<file path="src/rtl/spi_ram_ctrl_if.sv">
// Command/response bundle between the SPI slave shifter, the RAM controller and the MISO serialiser.
// din carries {opcode, payload}; the rx side is valid/ready and the tx side is valid/ready.
interface spi_ram_ctrl_if #(
  parameter int DATA_W = 8
);
  logic [DATA_W+1:0] din;
  logic              rx_valid;
  logic              rx_ready;
  logic [DATA_W-1:0] dout;
  logic              tx_valid;
  logic              tx_ready;
  logic              addr_err;

  modport master (
    output din, rx_valid, tx_ready,
    input  rx_ready, dout, tx_valid, addr_err
  );

  modport slave (
    input  din, rx_valid, tx_ready,
    output rx_ready, dout, tx_valid, addr_err
  );
endinterface

</file>
<file path="src/rtl/spi_ram_ctrl.sv">
// Command-decoded RAM behind the SPI slave: read data 1 cycle after an accepted read, held until tx_ready;
// rx_ready drops while a response is stalled. SPI_RAM_AUTO_INC_EN enables pointer auto-increment for bursts.
module spi_ram_ctrl #(
  parameter int DATA_W    = 8,
  parameter int ADDR_W    = 8,
  parameter int MEM_DEPTH = 256
) (
  input  logic           clk,
  input  logic           rst_n,
  spi_ram_ctrl_if.slave  bus
);

  typedef enum logic [1:0] {
    OP_SET_WA = 2'b00,
    OP_WRITE  = 2'b01,
    OP_SET_RA = 2'b10,
    OP_READ   = 2'b11
  } op_e;

  typedef struct packed {
    op_e               op;
    logic [DATA_W-1:0] payload;
  } cmd_t;

  // One extra bit so MEM_DEPTH == 2**DATA_W is still representable.
  localparam logic [DATA_W:0] DEPTH_C = (DATA_W+1)'(MEM_DEPTH);

`ifdef SPI_RAM_AUTO_INC_EN
  localparam logic [ADDR_W-1:0] LAST_ADDR = ADDR_W'(MEM_DEPTH - 1);

  // Explicit wrap so non-power-of-2 depths roll over at MEM_DEPTH-1.
  function automatic logic [ADDR_W-1:0] bump(input logic [ADDR_W-1:0] a);
    return (a == LAST_ADDR) ? '0 : a + ADDR_W'(1);
  endfunction
`endif

  logic [DATA_W-1:0] mem [MEM_DEPTH];

  cmd_t              cmd;
  logic              accept;
  logic              in_range;
  logic              mem_we;
  logic [ADDR_W-1:0] wr_ptr_q, wr_ptr_d;
  logic [ADDR_W-1:0] rd_ptr_q, rd_ptr_d;
  logic [DATA_W-1:0] dout_q, dout_d;
  logic              tx_valid_q, tx_valid_d;
  logic              err_q, err_d;

  assign cmd          = cmd_t'(bus.din);
  assign bus.rx_ready = !tx_valid_q || bus.tx_ready;
  assign accept       = bus.rx_valid && bus.rx_ready;
  assign in_range     = {1'b0, cmd.payload} < DEPTH_C;

  assign bus.dout     = dout_q;
  assign bus.tx_valid = tx_valid_q;
  assign bus.addr_err = err_q;

  always_comb begin
    wr_ptr_d   = wr_ptr_q;
    rd_ptr_d   = rd_ptr_q;
    dout_d     = dout_q;
    tx_valid_d = tx_valid_q;
    err_d      = err_q;
    mem_we     = 1'b0;

    if (tx_valid_q && bus.tx_ready) begin
      tx_valid_d = 1'b0;
    end

    if (accept) begin
      case (cmd.op)
        OP_SET_WA: begin
          if (in_range) wr_ptr_d = cmd.payload[ADDR_W-1:0];
          else          err_d    = 1'b1;
        end
        OP_WRITE: begin
          mem_we = 1'b1;
`ifdef SPI_RAM_AUTO_INC_EN
          wr_ptr_d = bump(wr_ptr_q);
`endif
        end
        OP_SET_RA: begin
          if (in_range) rd_ptr_d = cmd.payload[ADDR_W-1:0];
          else          err_d    = 1'b1;
        end
        OP_READ: begin
          // A read in the handshake cycle overrides the clear above: back-to-back words.
          dout_d     = mem[rd_ptr_q];
          tx_valid_d = 1'b1;
`ifdef SPI_RAM_AUTO_INC_EN
          rd_ptr_d = bump(rd_ptr_q);
`endif
        end
        default: ;
      endcase
    end
  end

  always_ff @(posedge clk or negedge rst_n) begin
    if (!rst_n) begin
      wr_ptr_q   <= '0;
      rd_ptr_q   <= '0;
      dout_q     <= '0;
      tx_valid_q <= 1'b0;
      err_q      <= 1'b0;
    end else begin
      wr_ptr_q   <= wr_ptr_d;
      rd_ptr_q   <= rd_ptr_d;
      dout_q     <= dout_d;
      tx_valid_q <= tx_valid_d;
      err_q      <= err_d;
    end
  end

  // Storage is deliberately left out of reset.
  always_ff @(posedge clk) begin
    if (mem_we) begin
      mem[wr_ptr_q] <= cmd.payload;
    end
  end

endmodule
</file>
<file path="src/flat_wrapper.sv">
// flat-port wrapper written by rule: the top's interface ports become plain ports
module spi_ram_ctrl_flat 
#(
  parameter int DATA_W    = 8,
  parameter int ADDR_W    = 8,
  parameter int MEM_DEPTH = 256
)
  (clk, rst_n, bus_din, bus_rx_valid, bus_tx_ready, bus_rx_ready, bus_dout, bus_tx_valid, bus_addr_err);
  spi_ram_ctrl_if #(.DATA_W(DATA_W)) bus_i ();
  input  logic clk;
  input  logic rst_n;
  input wire logic [$bits(bus_i.din)-1:0] bus_din;
  input wire logic [$bits(bus_i.rx_valid)-1:0] bus_rx_valid;
  input wire logic [$bits(bus_i.tx_ready)-1:0] bus_tx_ready;
  output wire logic [$bits(bus_i.rx_ready)-1:0] bus_rx_ready;
  output wire logic [$bits(bus_i.dout)-1:0] bus_dout;
  output wire logic [$bits(bus_i.tx_valid)-1:0] bus_tx_valid;
  output wire logic [$bits(bus_i.addr_err)-1:0] bus_addr_err;
  assign bus_i.din = bus_din;
  assign bus_i.rx_valid = bus_rx_valid;
  assign bus_i.tx_ready = bus_tx_ready;
  assign bus_rx_ready = bus_i.rx_ready;
  assign bus_dout = bus_i.dout;
  assign bus_tx_valid = bus_i.tx_valid;
  assign bus_addr_err = bus_i.addr_err;
  spi_ram_ctrl #(.DATA_W(DATA_W), .ADDR_W(ADDR_W), .MEM_DEPTH(MEM_DEPTH)) u_core (.clk(clk), .rst_n(rst_n), .bus(bus_i));
endmodule
</file>
<file path="config.mk">
export PLATFORM = sky130hd
export DESIGN_NAME = spi_ram_ctrl_flat
export DESIGN_NICKNAME = d
export VERILOG_FILES = /design/src/rtl/spi_ram_ctrl_if.sv /design/src/rtl/spi_ram_ctrl.sv /design/src/flat_wrapper.sv
export SDC_FILE = /design/constraint.sdc
export NUM_CORES = 2
export LEC_CHECK = 0
export BUFFER_PORTS_ARGS = -buffer_cell sky130_fd_sc_hd__buf_2
export CELL_PAD_IN_SITES_DETAIL_PLACEMENT = 1
export CELL_PAD_IN_SITES_GLOBAL_PLACEMENT = 1
export CORE_ASPECT_RATIO = 0.5
export CORE_UTILIZATION = 50
export DETAILED_ROUTE_END_ITERATION = 10
export GPL_TIMING_DRIVEN = 0
export PLACE_DENSITY_LB_ADDON = 0.05
export SLEW_MARGIN = 0
export SYNTH_ARGS = -nofsm -noshare
export SYNTH_HDL_FRONTEND = slang
export SYNTH_SLANG_ARGS = --single-unit
</file>
<file path="constraint.sdc">
create_clock -name clk -period 3.2 [get_ports clk]
set_clock_uncertainty 0.05 [all_clocks]
set_input_delay 0.48 -clock clk [delete_from_list [all_inputs] [get_ports clk]]
set_output_delay 0.48 -clock clk [all_outputs]
set_load 0.02 [all_outputs]
</file>
After elaboration in Yosys (flattened, before gate mapping)
Memories as Yosys holds them, arrays and structs flattened. A register that Yosys moved wholly into a read port is not among the register bits.
Index checks and enable logic that the tools add are counted.
{"block": "totals", "register_bits": 17, "ram_bits": 2048, "inputBits": 14, "out_inout_bits": 11, "wordCells": 23, "memories": 1}
{"memory": "u_core.mem", "words": 256, "word_bits": 8, "read_ports": 1, "rd_ports_with_merged_regs": 1, "wr": 1, "line": "spi_ram_ctrl.sv:37", "text": "logic [DATA_W-1:0] mem [MEM_DEPTH];"}
{"block": "classes", "eq_ne": 3, "muxes": 7, "reduce_logical": 9}
{"operator": "$mux W1", "n": 7}
{"operator": "$reduce_and A2 Y1", "n": 3}
{"operator": "$eq A2 B2 Y1 const B", "n": 2}
{"operator": "$eq A2 B1 Y1 const B", "n": 1}
{"operator": "$logic_and A1 B1 Y1", "n": 2}
{"operator": "$logic_not A1 Y1", "n": 2}
{"operator": "$logic_not A2 Y1", "n": 1}
{"operator": "$logic_or A1 B1 Y1", "n": 1}

Logic depth before layout (Yosys ltp)
{"block": "logic_depth", "ltp_word": 6, "mapped_depth": 13, "depth_no_buf": 7}

Least setup slack after synthesis
Ideal clock, no wire load.
{"block": "synth_path", "path_type": "in2reg", "start": "input bus_tx_ready", "end": "memory u_core.mem[221][0], enable pin", "t_arrival_ns": 2.270, "t_required_ns": 2.780, "setup_slack_ns": 0.510, "cell_stages": 8, "cell_sequence": "nand2b_1 > nand2_1 > nor2_1 > nand2_1 > nor3b_1 > nand3_1 > clkbuf_1 > nor2_1"}
{"block": "synth_via", "elab_chain_len": 5}
{"item": "from (decl)", "line": "flat_wrapper.sv:14", "text": "input wire logic [$bits(bus_i.tx_ready)-1:0] bus_tx_ready;"}
{"item": "$logic_or A1 B1 Y1", "line": "spi_ram_ctrl.sv:50", "text": "assign bus.rx_ready = !tx_valid_q || bus.tx_ready;"}
{"item": "$logic_and A1 B1 Y1", "line": "spi_ram_ctrl.sv:51", "text": "assign accept = bus.rx_valid && bus.rx_ready;"}
{"item": "$mux W1", "line": "spi_ram_ctrl.sv:70", "text": "if (accept) begin"}
{"item": "$mux W1", "line": "spi_ram_ctrl.sv:117", "text": "if (mem_we) begin"}
{"item": "$mux W1 (not written as such)", "line": "spi_ram_ctrl.sv:118", "text": "mem[wr_ptr_q] <= cmd.payload;"}
{"item": "to (decl)", "line": "spi_ram_ctrl.sv:37"}
Every way passes these cells.

==> impl_metrics.env <==
export IMPL_postSynthCellCount=4092
export IMPL_fillers=13495
export IMPL_cp_slowest_cell="a22oi_2"
export IMPL_slew_headroom_pct=9.09
export IMPL_coreArea_sq_um=161000
export IMPL_power_density_nw_per_um2=733
export IMPL_synth_most_common_cell="edfxtp_1"
export IMPL_path_max_fanout=10
export IMPL_holdWs_ns=0.0344
export IMPL_status="complete, but fails checks"
export IMPL_synth_nets=4106
export IMPL_die_w_um=572
export IMPL_io_buffers=23
export IMPL_cts_root_buf="clkbuf_16"
export IMPL_path_delay_family="compound AO/OA/AOI/OAI gates"
export IMPL_maxSlewViolCount=0
export IMPL_worstSetupPathType="reg -> reg"
export IMPL_ys_warn_count=0
export IMPL_cp_end_kind="flip-flop"
export IMPL_violations="setup timing"
export IMPL_drive_gt1_share_pct=31.3
export IMPL_ff2ff_path_depth=10
export IMPL_grt_ovfl_total=0
export IMPL_antenna_left=0
export IMPL_grt_max_degree=149
export IMPL_multiInputGateArea_sq_um=19700
export IMPL_avgRoutedWirePerCell_um=52.6
export IMPL_hold_end="u_core.mem[65][3]"
export IMPL_worst_slack_ns=-0.595
export IMPL_post_synth_top_area_cell="edfxtp_1"
export IMPL_leakage_nw=31.2
export IMPL_timing_fmax_mhz=264
export IMPL_antenna_found_initial=35
export IMPL_synth_xor_area_share_pct=0
export IMPL_rsz0062_at_grt="true"
export IMPL_cts_max_level=4
export IMPL_die_area_sq_um=164000
export IMPL_cts_tree="built"
export IMPL_syn_area_per_cell_sq_um=19.8
export IMPL_insertion_delay_ns=0.85
export IMPL_power_total_w=0.0713
export IMPL_final_nets=4605
export IMPL_finalCriticalPeriod_ns=3.79
export IMPL_hold_violations=0
export IMPL_synth_commonest_cells="edfxtp_1, mux2i_1, nor2_1, mux4_2, o22ai_1"
export IMPL_timing_critical_path_mode_cell="buf_12"
export IMPL_dp_cells=6312
export IMPL_num_vias=50693
export IMPL_drt_initial_drc_count=10522
export IMPL_hold_path_class="in -> reg"
export IMPL_stdcell_count=6923
export IMPL_drv_cap=0
export IMPL_cts_buffer_depth=4
export IMPL_place_congestion=1.04
export IMPL_syn_area_sq_um=81100
export IMPL_yosys_most_used_dff="edfxtp_1"
export IMPL_ir_worst_vdd_uv=492
export IMPL_startpoint_type="flip-flop"
export IMPL_synth_edff_count=2048
export IMPL_grt_usage_pct=44.3
export IMPL_die_h_um=287
export IMPL_min_path_cells=1
export IMPL_slowest_delay_ns=0.76
export IMPL_synth_seq_cells=2073
export IMPL_min_period_over_period_pct=119
export IMPL_grt_pass1_wl_um=463000
export IMPL_synthToLayoutAreaGrowth_pct=19.8
export IMPL_tightest_slew_ns=1.36
export IMPL_grt_pass1_vias=47070
export IMPL_r2r_start="u_core.rd_ptr_q[1]"
export IMPL_seq_area_sq_um=62100
export IMPL_yosysTopAreaCellShare_pct=75.8
export IMPL_crit_start="u_core.rd_ptr_q[1]"
export IMPL_critPathArrivalTime_ns=4.47
export IMPL_first_pass_iters=8
export IMPL_synth_simple_area_share_pct=2.78
export IMPL_clkSinkCount=2073
export IMPL_postLayoutCoreUtil_pct=60.4
export IMPL_setup_viol=79
export IMPL_initial_core_util_pct=50.4
export IMPL_path_cells="buf_12 > buf_8 > buf_12 > buf_16 > mux4_2 > a22oi_2 > a22oi_1 > nand4_1 > a2bb2oi_2 > o41ai_2"
export IMPL_clkTransAtPathRegs_ns=0.07
export IMPL_ys_types=71
export IMPL_rr_endpoint="u_core.bus.dout[5]"
export IMPL_row_count=104
export IMPL_synth_top_family_by_area="multiplexers"
export IMPL_async_flop_share_pct=1.21
export IMPL_routed_via_density=7.32
export IMPL_seq_area_frac_synth_pct=76.6
export IMPL_io_pins=25
export IMPL_min_from="bus_din[3]"
export IMPL_totalWireLength_um=364000
export IMPL_synthAdderAreaFrac_pct=0
export IMPL_cp_required_ns=3.87
export IMPL_cts_buffers=187
export IMPL_ys_top_cells_by_area="edfxtp_1, mux4_2, mux2i_1"
export IMPL_reg2reg_slack_ns=-0.59
export IMPL_place_hpwl_um=236000
export IMPL_drc=0
export IMPL_path_buf_inv=4
export IMPL_synth_compound_area_share_pct=4.13
export IMPL_synth_mux_area_share_pct=14.4
==> layout make-up <==
cell class	count	area share, %
timing repair buffer	313	3.43
antenna	19	0.0489
multi-input combinational	1770	20.3
clock buffer	230	5.06
buffer	242	3.52
clock inverter	99	0.892
tap	2173	2.80
sequential	2073	63.9
inverter	4	0.0322
==> cell families after synthesis <==
family,Yosys count
compound gates,480
other cells,1
buf+inv,249
flops,2073
mux,755
simple gates,534
==> metrics by stage <==
step                setup TNS [ns]  area [sq um]  setup WS [ns]
finish                       -5.38         97200         -0.595
global route                 -5.49         97200         -0.467
CTS                         -30.76         95800         -0.341
detailed placement        -1428.52         84600          -2.66
global placement          -4936.80         83900          -3.15
floorplan                        0         81100          0.510
==> sequential cells by signal, indices dropped and copies added, names as in the netlist <==
signal and cells:
u_core.bus.tx_valid 1, u_core.mem 2048, u_core.bus.dout 8, u_core.wr_ptr_q 8
u_core.rd_ptr_q 8
==> placed cells by master, fill, tap and decap left out, types with 14 or more instances in the layout <==
cell type,instances
edfxtp_1,2048
mux2i_1,403
mux4_2,298
buf_4,227
clkbuf_16,192
nor2_1,139
nor2_4,110
o22ai_1,107
nand2_1,88
buf_12,72
buf_16,68
clkbuf_1,57
nor2_2,51
buf_6,51
clkinv_1,41
o21ai_0,39
clkinv_2,32
buf_8,31
o221ai_1,31
a221oi_1,28
a21oi_1,28
a211oi_1,27
buf_2,25
a22oi_1,25
mux4_1,24
dfrtp_1,24
nand2_2,22
clkbuf_4,21
clkbuf_2,21
diode_2,19
a211oi_2,18
mux2_2,18
o21ai_1,17
nor3_1,17
a22oi_2,17
bufinv_16,15
a21oi_2,14
==> how the worst max path moves through the flow <==
stage                         end  slack, ns  depth (start not counted)
6_report       u_core.bus.dout[5]      -0.59                         10
5_1_grt        u_core.bus.dout[5]      -0.47                         11
3_3_place_gp   u_core.bus.dout[0]      -3.15                         10
3_5_place_dp   u_core.bus.dout[0]      -2.66                         10
2_1_floorplan  u_core.mem[221][0]       0.51                          8
4_1_cts        u_core.mem[151][3]      -0.34                          7
==> routing by layer <==
layer | part of all wire (%) | GRT usage [%] | vias up | wire (um)
li1 | - | - | 17938 | -
met1 | 37 | 60.5 | 27062 | 135000
met2 | 39 | 57.4 | 4789 | 142000
met3 | 19 | 25.5 | 872 | 68800
met4 | 5.0 | 18.7 | 32 | 18200
met5 | 0.11 | 0.632 | - | 419
==> timing repair <==
action	in CTS	in global routing
hold buffers	3	0
gates resized for setup	868	217
setup endpoints to repair	1818	1319
gates cloned	1	1
pin swaps	108	39
buffers inserted	210	52
endpoints found under the hold margin	38	0
==> power by group <==
part	total, W	leakage [nW]	switching, W	internal [W]
registers	0.0301	18.7	0.000185	0.0299
logic	0.0186	9.70	0.0127	0.00586
clock network	0.0226	2.83	0.0104	0.0121
total	0.0713	31.2	0.0234	0.0479
Note: power is estimated with default switching activity, not from simulation.
